==> src/rtl/jt51_op_seq_if.sv <==
// Bundles the host configuration bus and the operator-facing outputs of
// jt51_op_seq. Signal names match the original flat port list.
//   master : host / testbench side (drives cfg_*, observes sequencer outputs)
//   slave  : sequencer side (receives cfg_*, drives slot/strobes/selects)
interface jt51_op_seq_if;
  logic       cfg_we;
  logic [2:0] cfg_ch;
  logic [5:0] cfg_din;        // {fb[2:0], con[2:0]}
  logic [4:0] slot;
  logic       zero;
  logic       m1_enters;
  logic       m2_enters;
  logic       c1_enters;
  logic       c2_enters;
  logic       use_prevprev1;
  logic       use_prev1;
  logic       use_prev2;
  logic       use_internal_x;
  logic       use_internal_y;
  logic [2:0] con_I;
  logic [2:0] fb_II;

  modport master (
    output cfg_we, cfg_ch, cfg_din,
    input  slot, zero, m1_enters, m2_enters, c1_enters, c2_enters,
           use_prevprev1, use_prev1, use_prev2, use_internal_x,
           use_internal_y, con_I, fb_II
  );

  modport slave (
    input  cfg_we, cfg_ch, cfg_din,
    output slot, zero, m1_enters, m2_enters, c1_enters, c2_enters,
           use_prevprev1, use_prev1, use_prev2, use_internal_x,
           use_internal_y, con_I, fb_II
  );
endinterface

==> src/rtl/jt51_op_seq.sv <==
// JT51 operator slot sequencer and connection controller.
// Runs the 32-slot time-multiplex counter ({group, ch}) and an 8-entry
// per-channel {fb, con} register file, and on every cen registers the
// slot-entry strobes and modulation-source selects for the slot entering
// the operator datapath.
// Ports:
//   clk    system clock
//   rst_n  asynchronous active-low reset (counter, register file, outputs -> 0)
//   cen    clock enable; nothing advances while low (writes included)
//   bus    jt51_op_seq_if.slave: cfg_we/cfg_ch/cfg_din in; slot, zero,
//          *_enters, use_* selects, con_I, fb_II out
module jt51_op_seq (
  input  logic           clk,
  input  logic           rst_n,
  input  logic           cen,
  jt51_op_seq_if.slave   bus
);

  logic [4:0] cnt;
  logic [5:0] regs [8];
  logic [2:0] fb_I;

  logic [1:0] grp;
  logic [2:0] ch;
  logic [5:0] rd;
  logic [2:0] alg;
  logic       n_pp1, n_p1, n_p2, n_iy;

  assign grp = cnt[4:3];
  assign ch  = cnt[2:0];

  // A write to the channel being read on this cen bypasses the array so the
  // entering slot already sees the new settings.
  always_comb begin
    rd = regs[ch];
    if (bus.cfg_we && (bus.cfg_ch == ch))
      rd = bus.cfg_din;
  end

  assign alg = rd[2:0];

  always_comb begin
    n_pp1 = 1'b0;
    n_p1  = 1'b0;
    n_p2  = 1'b0;
    n_iy  = 1'b0;
    unique case (grp)
      2'd0: begin                               // M1: self-feedback pair
        n_pp1 = 1'b1;
        n_p1  = 1'b1;
      end
      2'd1: begin                               // M2
        n_p1  = (alg inside {3'd0, 3'd1, 3'd2});
        n_pp1 = (alg inside {3'd1, 3'd5});
      end
      2'd2: begin                               // C1
        n_p2  = (alg inside {3'd0, 3'd3, 3'd4, 3'd5, 3'd6});
      end
      default: begin                            // C2
        n_p2  = (alg inside {3'd0, 3'd1, 3'd2, 3'd3, 3'd4});
        n_p1  = (alg == 3'd2);
        n_iy  = (alg == 3'd3);
        n_pp1 = (alg == 3'd5);
      end
    endcase
  end

  always_ff @(posedge clk or negedge rst_n) begin
    if (!rst_n) begin
      cnt <= '0;
      for (int unsigned i = 0; i < 8; i++)
        regs[i] <= '0;
      fb_I               <= '0;
      bus.slot           <= '0;
      bus.zero           <= 1'b0;
      bus.m1_enters      <= 1'b0;
      bus.m2_enters      <= 1'b0;
      bus.c1_enters      <= 1'b0;
      bus.c2_enters      <= 1'b0;
      bus.use_prevprev1  <= 1'b0;
      bus.use_prev1      <= 1'b0;
      bus.use_prev2      <= 1'b0;
      bus.use_internal_x <= 1'b0;
      bus.use_internal_y <= 1'b0;
      bus.con_I          <= '0;
      bus.fb_II          <= '0;
    end else if (cen) begin
      cnt <= cnt + 5'd1;
      if (bus.cfg_we)
        regs[bus.cfg_ch] <= bus.cfg_din;
      bus.slot           <= cnt;
      bus.zero           <= (cnt == 5'd0);
      bus.m1_enters      <= (grp == 2'd0);
      bus.m2_enters      <= (grp == 2'd1);
      bus.c1_enters      <= (grp == 2'd2);
      bus.c2_enters      <= (grp == 2'd3);
      bus.use_prevprev1  <= n_pp1;
      bus.use_prev1      <= n_p1;
      bus.use_prev2      <= n_p2;
      bus.use_internal_x <= 1'b0;
      bus.use_internal_y <= n_iy;
      bus.con_I          <= alg;
      // fb is captured alongside con_I, then delayed one more cen.
      fb_I               <= rd[5:3];
      bus.fb_II          <= fb_I;
    end
  end

endmodule

==> src/flat_wrapper.sv <==
// flat-port wrapper written by rule: the top's interface ports become plain ports
module jt51_op_seq_flat 
  (clk, rst_n, cen, bus_cfg_we, bus_cfg_ch, bus_cfg_din, bus_slot, bus_zero, bus_m1_enters, bus_m2_enters, bus_c1_enters, bus_c2_enters, bus_use_prevprev1, bus_use_prev1, bus_use_prev2, bus_use_internal_x, bus_use_internal_y, bus_con_I, bus_fb_II);
  jt51_op_seq_if bus_i ();
  input  logic clk;
  input  logic rst_n;
  input  logic cen;
  input wire logic [$bits(bus_i.cfg_we)-1:0] bus_cfg_we;
  input wire logic [$bits(bus_i.cfg_ch)-1:0] bus_cfg_ch;
  input wire logic [$bits(bus_i.cfg_din)-1:0] bus_cfg_din;
  output wire logic [$bits(bus_i.slot)-1:0] bus_slot;
  output wire logic [$bits(bus_i.zero)-1:0] bus_zero;
  output wire logic [$bits(bus_i.m1_enters)-1:0] bus_m1_enters;
  output wire logic [$bits(bus_i.m2_enters)-1:0] bus_m2_enters;
  output wire logic [$bits(bus_i.c1_enters)-1:0] bus_c1_enters;
  output wire logic [$bits(bus_i.c2_enters)-1:0] bus_c2_enters;
  output wire logic [$bits(bus_i.use_prevprev1)-1:0] bus_use_prevprev1;
  output wire logic [$bits(bus_i.use_prev1)-1:0] bus_use_prev1;
  output wire logic [$bits(bus_i.use_prev2)-1:0] bus_use_prev2;
  output wire logic [$bits(bus_i.use_internal_x)-1:0] bus_use_internal_x;
  output wire logic [$bits(bus_i.use_internal_y)-1:0] bus_use_internal_y;
  output wire logic [$bits(bus_i.con_I)-1:0] bus_con_I;
  output wire logic [$bits(bus_i.fb_II)-1:0] bus_fb_II;
  assign bus_i.cfg_we = bus_cfg_we;
  assign bus_i.cfg_ch = bus_cfg_ch;
  assign bus_i.cfg_din = bus_cfg_din;
  assign bus_slot = bus_i.slot;
  assign bus_zero = bus_i.zero;
  assign bus_m1_enters = bus_i.m1_enters;
  assign bus_m2_enters = bus_i.m2_enters;
  assign bus_c1_enters = bus_i.c1_enters;
  assign bus_c2_enters = bus_i.c2_enters;
  assign bus_use_prevprev1 = bus_i.use_prevprev1;
  assign bus_use_prev1 = bus_i.use_prev1;
  assign bus_use_prev2 = bus_i.use_prev2;
  assign bus_use_internal_x = bus_i.use_internal_x;
  assign bus_use_internal_y = bus_i.use_internal_y;
  assign bus_con_I = bus_i.con_I;
  assign bus_fb_II = bus_i.fb_II;
  jt51_op_seq u_core (.clk(clk), .rst_n(rst_n), .cen(cen), .bus(bus_i));
endmodule
==> config.mk <==
export PLATFORM = sky130hd
export DESIGN_NAME = jt51_op_seq_flat
export DESIGN_NICKNAME = d
export VERILOG_FILES = /design/src/rtl/jt51_op_seq_if.sv /design/src/rtl/jt51_op_seq.sv /design/src/flat_wrapper.sv
export SDC_FILE = /design/constraint.sdc
export NUM_CORES = 1
export LEC_CHECK = 0
export ABC_AREA = 0
export BUFFER_PORTS_ARGS = -buffer_cell sky130_fd_sc_hd__buf_4
export CAP_MARGIN = 20
export CORE_MARGIN = 4
export CORE_UTILIZATION = 53
export DETAILED_ROUTE_END_ITERATION = 12
export HOLD_SLACK_MARGIN = 0.08
export PLACE_DENSITY_LB_ADDON = 0.12
export SLEW_MARGIN = 10
export SYNTH_ARGS = -nofsm -noshare
export SYNTH_HDL_FRONTEND = slang
export SYNTH_SLANG_ARGS = --single-unit
==> constraint.sdc <==
create_clock -name clk -period 1.93 [get_ports clk]
set_input_delay 0.193 -clock clk [delete_from_list [all_inputs] [get_ports clk]]
set_output_delay 0.193 -clock clk [all_outputs]
set_load 0.01 [all_outputs]
* Yosys cells after proc, flatten, opt, wreduce, memory -nomap -nowiden
Index checks and enable logic that the tools add are counted.
** Cells by class
- $add $sub $neg :: 1
- Order comparisons :: 3
- Equality and inequality tests :: 10
- Multiplexer cells :: 11
- Bitwise logic cells :: 2
- Reduce and logical (&&, ||, !) cells :: 12
** Operators by type and width (number)
- bitwise mux 48 bit :: 1
- 2-to-1 mux 6 bit :: 4
- binary-select mux 6 bit (select 3 bit) :: 1
- demux 6 bit (select 3 bit) :: 1
- nonzero test 5 bit :: 2
- equality test 3 bit (second input constant) :: 3
- greater-or-equal comparator 4 bit (second input constant) :: 2
- NOT 3 -> 4 bit :: 2
- equality test 3 x 2 -> 1 bit (second input constant) :: 2
- case mux 1 bit (3 select lines) :: 2
- adder 5 x 1 -> 5 bit (second input constant) :: 1
- logical NOT 5 bit :: 1
- equality test 2 bit (second input constant) :: 2
- < comparator 4 x 1 -> 1 bit (second input constant) :: 1
- equality test 3 x 1 -> 1 bit (second input constant) :: 1
- equality test 3 bit :: 1
- logical NOT 3 bit :: 1
- nonzero test 3 bit :: 1
- OR reduction 3 bit :: 1
- equality test 2 x 1 -> 1 bit (second input constant) :: 1
- logical AND 1 bit :: 2
- logical NOT 2 bit :: 1
- case mux 1 bit (2 select lines) :: 1
- AND reduction 2 bit :: 1
- 3 further kinds :: 3
** Storage, ports and cells
- Register bits :: 76
- Bits of input ports :: 13
- Output and inout port bits :: 21
- Word-level logic and storage cells :: 61

* Longest topological paths before layout
Gate-level depths: netlist of run 1.
- Depth in word-level cells :: 8
- Mapped depth :: 8
- Gate-level depth less buffers :: 5

* Worst setup path after synthesis of run 1
OpenSTA, ideal clock, no wires.
- Path type :: reg-to-reg
- Start point :: register u_core.cnt[1]
- End point :: register u_core.bus.use_prev2
- Library setup time :: 0.069 ns
- Arrival time :: 1.937 ns
- Slack :: -0.075 ns
- Stages on the path, launching flop included :: 8
- Buffers on the path :: 2
- Cells stage by stage :: dfrtp_1 -> buf_4 -> buf_12 -> mux2i_1 -> mux4_2 -> or3_1 -> a211o_1 -> nand3_1
** Between the ends
- Word-level cells in the longest chain between the ends :: 8
** Ends and longest elaborated chain
- from (decl) :: RTL line jt51_op_seq.sv:19 : logic [4:0] cnt;
- from (signal assigned) :: RTL line jt51_op_seq.sv:88 : cnt <= cnt + 5'd1;
- NOT 3 -> 4 bit (implied by the code) :: RTL line jt51_op_seq.sv:35 : rd = regs[ch];
- binary-select mux 6 bit (select 3 bit) :: RTL line jt51_op_seq.sv:35
- 2-to-1 mux 6 bit (implied by the code) (2 in series) :: RTL line jt51_op_seq.sv:35
- 2-to-1 mux 6 bit * :: RTL line jt51_op_seq.sv:36 : if (bus.cfg_we && (bus.cfg_ch == ch))
- equality test 3 x 1 -> 1 bit, or another cell as far along :: RTL line jt51_op_seq.sv:60 : n_p2 = (alg inside {3'd0, 3'd1, 3'd2, 3'd3, 3'd4});
- nonzero test 5 bit (on tied branches) :: RTL line jt51_op_seq.sv:60, jt51_op_seq.sv:57
- case mux 1 bit (2 select lines) * :: RTL line jt51_op_seq.sv:47 : unique case (grp)
- to (signal assigned) :: RTL line jt51_op_seq.sv:99 : bus.use_prev2 <= n_p2;
- to (decl) :: RTL line jt51_op_seq_if.sv:33 : use_prevprev1, use_prev1, use_prev2, use_internal_x,
Mark *: on every way between the ends. The rest lies on a longest branch, timed or not. The select of a mux whose other input is x is not followed.
A chain may end at the register's enable or synchronous reset.

* Worst setup path in the final report of run 1
Same ends and word-level chain as after synthesis.

==> metrics.txt, run 1 <==
diodes inserted=0; Hold Vio Cnt, Final=0; CTS tree=done; post-place setup slack=-54.8 ps; global routing's busiest layer=met2; Post-Layout Cell Count=400; VDD IR max=0.791 mV; H-tree levels=3; Post-Syn Nets=287; Inst Count DP=382; Adder-Cell Fraction of Synth Area=0.00705; number of fill cells in the layout=501; clock sink total=76; gr ovfl total=0; Site Rows=29; Post-DRT Antenna Nets=0; post-synthesis mux area share=0.276; initial antenna violation count=0; post-synth top area share=0.536; GR Util All Layers=0.196; Ports=34; initial drt markers=95; # Max-Cap Violations=0; wire per inst=18.5 microns; Post-Synth XOR/XNOR Area=0.0173; Yosys cell types=40; Die Ht=89.8 microns; router iterations before antenna repair=4; synthesized instance count=272; Worst Reg2Reg Path Length in Cells=6; die area=8070 sq um; Port Buffer Count=32; failing checks=negative setup slack; starting density of the core=0.553; synth top area cells=dfrtp_1 (54%), mux2_2 (17%), mux4_2 (5.7%), mux2i_1 (5.1%), nand2_1 (2.1%); endpoint type of the worst setup path=flop; core outline area=6420 sq um; clk_lat worst skew=350 ps; fin area=4210 sq um; most frequent cells in the layout=dfrtp_1 (75), mux2_2 (53), buf_4 (47); final core utilization=0.655; final setup margin=-74.0 ps; Hold Crit Class=in -> reg; total power=6.08 mW; Synth Area in Simple Gates=0.0656; Area Overhead vs Synth=18.5%; Post-Place Cell Area=3950 sq um; Die W=89.8 microns; pwr dens=1450 nW/um^2; ys flop type=dfrtp_1; Synth Register Bits=76; Hold WS=133 ps; Crit Path Max Fanout=13; CP required=2220 ps; RSZ-0062 raised after global routing=yes; WP data arrival=2290 ps; reg2reg setup slack=-70 ps; share of cells above drive strength 1=0.412; DPL Wire Length=5140 microns; CP Launch Type=flop; Ys Warns=0; CTS Buf Count=9; RePlAce Congestion=0.776; outcome=complete, but fails checks; GRT met2 Usage=0.312; fin crit period=2000 ps; maximum clock rate=0.499 GHz; vias in the first global route=2410; sequential fraction of the synthesis area=0.536; cell taking the most area after synthesis=dfrtp_1; first-pass GRT wire length=12500 microns; Final Skew=10.7 ps; endpoints failing setup=2; most common cell after layout, fill and taps aside=dfrtp_1; largest net degree at the start of global routing=34; Pleak=1.93 nW; final net count=333; routing usage on met3=0.0584; Root Driver=clkbuf_8; clock slew at reported path FFs=80 ps; EDFF count, synth=0; Compound-Gate Fraction of Synth Area=0.0585; CTS Buffer Depth=2; CP Class=reg -> reg; max-slew violations=0; Final Cycle Share=1.04; syn_area_per_cell=13.0 sq um; met1 GRT Util=0.263; Vias/cell=5.72; combinational family with the most area after synthesis=multiplexers; Mapped Area=3550 sq um; WL final=7390 microns; vias=2288; DRC errors left=0; Fin Setup TNS=-109 ps; fraction of registers with async set/reset=1.00; WHS Path Cells=2
state kept, by name (all words and copies together), names as in the netlist:
signal,cells
u_core.bus.use_prev2,1
u_core.bus.zero,1
u_core.bus.c1_enters,1
u_core.bus.c2_enters,1
u_core.bus.use_prevprev1,1
u_core.regs,48
u_core.cnt,5
u_core.bus.use_prev1,1
u_core.bus.fb_II,3
u_core.bus.m2_enters,1
u_core.bus.slot,5
u_core.fb_I,3
u_core.bus.con_I,3
u_core.bus.m1_enters,1
u_core.bus.use_internal_y,1
final timing paths:
path,startpoint,end
worst max-delay path,u_core.cnt[1],u_core.bus.use_prev2
worst min-delay path,bus_cfg_din[2],u_core.regs[38]
worst max register to register,u_core.cnt[1],u_core.bus.use_prev2
worst min register to register,u_core.bus.slot[4],u_core.bus.slot[4]
max in group asynchronous,rst_n,u_core.bus.m2_enters
min in group asynchronous,rst_n,u_core.regs[24]
layout make-up:
type / count / area (sq um) / area share
Sequential cell: 76 / 1900 / 0.452
Inverter: 13 / 48.8 / 0.0116
Clock buffer: 10 / 128 / 0.0303
Tap cell: 77 / 96.3 / 0.0229
Timing Repair Buffer: 51 / 414 / 0.0985
Clock inverter: 6 / 88.8 / 0.0211
Multi-Input combinational cell: 167 / 1530 / 0.363
Yosys cell counts (2+ instances only):
cell type  number
nand2b_1        3
mux2i_1        18
buf_2           3
nor2_1          9
clkbuf_1        8
o211ai_1        3
buf_1           2
nand3_1         5
buf_4           2
xnor2_1         6
inv_1          13
o21ai_0        12
or3_1           3
ha_1            2
mux4_2          9
mux2_2         53
nand2_1        20
dfrtp_1        76
nand4_1         3
nand3b_1        2
layer usage:
metal / share of wire / vias to the layer above / routed length, microns
met3: 0.053 / 12 / 395
met4: 0.012 / 0 / 85
met2: 0.48 / 61 / 3570
li1: - / 1060 / -
met5: 0 / - / 0
met1: 0.45 / 1155 / 3330
report_power, final:
part	leakage [nW]	internal (mW)	total, mW	switching (mW)
Combinational	0.885	1.29	2.34	1.05
Sequential	0.939	2.09	2.43	0.338
Clock	0.102	0.728	1.32	0.587
cell families (layout without fill, tap and decap cells):
group | Yosys count | after routing
muxes | 80 | 80
buffers and inverters | 29 | 80
other | 1 | 1
AOI/OAI and AO/OA | 29 | 29
DFF | 76 | 76
adders and majority gates | 2 | 2
and+or+nand+nor | 48 | 48
xor gates and xnor gates | 7 | 7
timing repair:
action,CTS,global route
pin swaps,0,3
hold buffers,1,0
gates resized for setup,2,3
setup buffers,1,0
endpoints found under the hold margin,30,0
endpoints found under the setup margin,3,6
critical path, stage by stage, from the launching register on:
cell and delay, ps:
dfrtp_1 410, buf_12 170, mux2i_1 130, mux4_2 520, or3_4 390, a211o_1 270
nand3_1 70
No activity file was read; power rests on OpenSTA's default activity.
==> inputs of run 2 (changes only) <==
CORE_UTILIZATION = 59   (was 53)
PLACE_DENSITY = 0.79   (was not set)
PLACE_DENSITY_LB_ADDON = not set   (was 0.12)
clock period = 2 ns   (was 1.93 ns; I/O delays follow)
==> run 2 against run 1 <==
- hold slack hardly changed
- sequential power is 2% lower
- die area is 9.3% lower
- sequential share of layout area is 0.34 points higher
- critical path type unchanged
- the flow still finishes with violations (negative setup slack)
- first-iteration DRC count is 8.4% higher
- final cell count is 1.8% lower
- register-to-register slack better by 70 ps
==> metrics.txt, run 2 (synthesized netlist as in run 1, its figures left out) <==
Die Ht=85.6 microns (-4.8%); Crit path max-delay family=multiplexers; Ports=34 (unchanged); fin crit period=2010 ps (+4.77 ps); Largest Register=u_core.regs; CTS Buf Count=9 (unchanged); Post-Place Cell Area=3930 sq um (-0.54%); pwr dens=1400 nW/um^2 (-3.5%); final net count=331 (-0.60%); clock sink total=76 (unchanged); clk_lat worst skew=350 ps (about the same); vias=2311 (+1.0%); end of the worst register-to-register path=u_core.bus.use_prev2; starting density of the core=0.625 (+0.0727); initial antenna violation count=0 (unchanged); failing checks=negative setup slack; DRC errors left=0 (unchanged); max-slew violations=0 (unchanged); Worst setup startpoint=u_core.cnt[1]; WP data arrival=2290 ps (about the same); router iterations before antenna repair=4 (unchanged); number of fill cells in the layout=374 (-25%); die area=7320 sq um (-9.3%); share of cells above drive strength 1=0.411 (-0.000550); H-tree levels=3 (unchanged); critical path's slowest cell=mux4_2; Port Buffer Count=32 (unchanged); core outline area=5680 sq um (-12%); CP Launch Type=flop; outcome=complete, but fails checks; WP depth=6 (unchanged); # Max-Cap Violations=0 (unchanged); Pleak=1.92 nW (-0.39%); total power=5.83 mW (-4.2%); post-place setup slack=6.07 ps (+60.9 ps); clock slew at reported path FFs=80 ps (about the same); worst-path cell chain=buf_12 > mux2i_1 > mux4_2 > or3_4 > a211o_1 > nand3_1; Hold Vio Cnt, Final=0 (unchanged); Inst Count DP=375 (-1.8%); Top Registers=u_core.regs: 48 flops, u_core.bus.slot: 5 flops, u_core.cnt: 5 flops; CP max stage delay=520 ps (about the same); VDD IR max=0.872 mV (+10%); CTS Buffer Depth=2 (unchanged); RSZ-0062 raised after global routing=yes; FF/Latch Area=1900 sq um (unchanged); most frequent cells in the layout=dfrtp_1 (75), mux2_2 (53), buf_4 (46); Worst Reg2Reg Path Length in Cells=6 (unchanged); Hold Crit Class=in -> reg; reg-to-reg critical path startpoint=u_core.cnt[1]; max reg flops=48 (unchanged); Root Driver=clkbuf_8; endpoint type of the worst setup path=flop; reg2reg setup slack=-9 ps (+70 ps); Final Cycle Share=1.00 (-0.0340); Final Skew=7.73 ps (-2.95 ps); largest net degree at the start of global routing=43 (+26%); Post-DRT Antenna Nets=0 (unchanged); vias in the first global route=2431 (+0.87%); min-delay src=bus_cfg_din[2]; WL final=7430 microns (+0.57%); Crit Path Max Fanout=13 (unchanged); Vias/cell=5.88 (+2.8%); GR Util All Layers=0.224 (+0.0283); CTS tree=done; CP required=2290 ps (+70 ps); wire per inst=18.9 microns (+2.4%); first-pass GRT wire length=12500 microns (about the same); CP Class=reg -> reg; Die W=85.6 microns (-4.8%); diodes inserted=0 (unchanged); DPL Wire Length=5200 microns (+1.1%); Critical Path End=u_core.bus.use_prev2; initial drt markers=103 (+8.4%); CP Buf/Inv Count=1 (unchanged); final setup margin=-8.73 ps (+65.2 ps); most common cell after layout, fill and taps aside=dfrtp_1; Area Overhead vs Synth=17.7%; endpoints failing setup=1 (-1); Site Rows=27 (-6.9%); maximum clock rate=0.498 GHz (-0.24%); Multi-input gate area=1530 sq um (unchanged); fin area=4180 sq um (-0.74%); Post-Layout Cell Count=393 (-1.8%); gr ovfl total=0 (unchanged); RePlAce Congestion=0.817 (+5.3%)
[run 2: changes by cell type in the layout (fill, tap and decap cells not counted), sizes merged]
| cell | delta |
|---|---|
| buf | -2 |
| bufinv | -1 |
| inv | +1 |
| clkbuf | +1 |
| clkinv | -1 |
[run 2: power breakdown]
part / switching, mW / internal, mW / total (mW)
registers: 0.350 / 2.02 / 2.37
logic: 0.994 / 1.25 / 2.24
clock network: 0.575 / 0.646 / 1.22
[run 2: layout make-up]
class	count	share of cell area
timing repair buffer	49	0.0947
clock inverter	5	0.0141
clock buffer	11	0.0363
inverter	13	0.0117
multi-input combinational	167	0.366
sequential	76	0.456
tap	72	0.0216
[run 2: per-stage QoR]
step | hold slack [ps] | setup TNS (ps) | utilization
2_1_floorplan | -95.6 | 0 | -
3_3_place_gp | 181 | 0 | 0.692
3_5_place_dp | 192 | 0 | 0.692
4_1_cts | 118 | -19.5 | 0.733
5_1_grt | 125 | -151 | 0.736
6_report | 133 | -8.73 | 0.736
[run 2: worst min path at each step]
stage	end	slack, ps	cells past startpoint
after global routing	u_core.regs[14]	120	2
after global placement	u_core.regs[30]	180	1
after CTS	u_core.regs[14]	120	2
after detailed placement	u_core.regs[30]	190	1
after floorplan	u_core.bus.c1_enters	-100	0
final	u_core.regs[2]	130	2
[run 2: per-layer routing]
layer / global-route usage / vias up / routed length (microns)
met2: 0.367 / 51 / 3750
met5: 0 / - / 0
met1: 0.291 / 1189 / 3210
met3: 0.0538 / 16 / 328
li1: - / 1055 / -
met4: 0.0820 / 0 / 142
[run 2: what timing repair did]
| item | CTS | global route |
|---|---|---|
| hold buffers | 1 | 0 |
| pin swaps | 0 | 2 |
| buffers inserted | 0 | 1 |
| gates resized for setup | 2 | 2 |
| hold endpoints to repair | 34 | 0 |
| endpoints found under the setup margin | 2 | 4 |
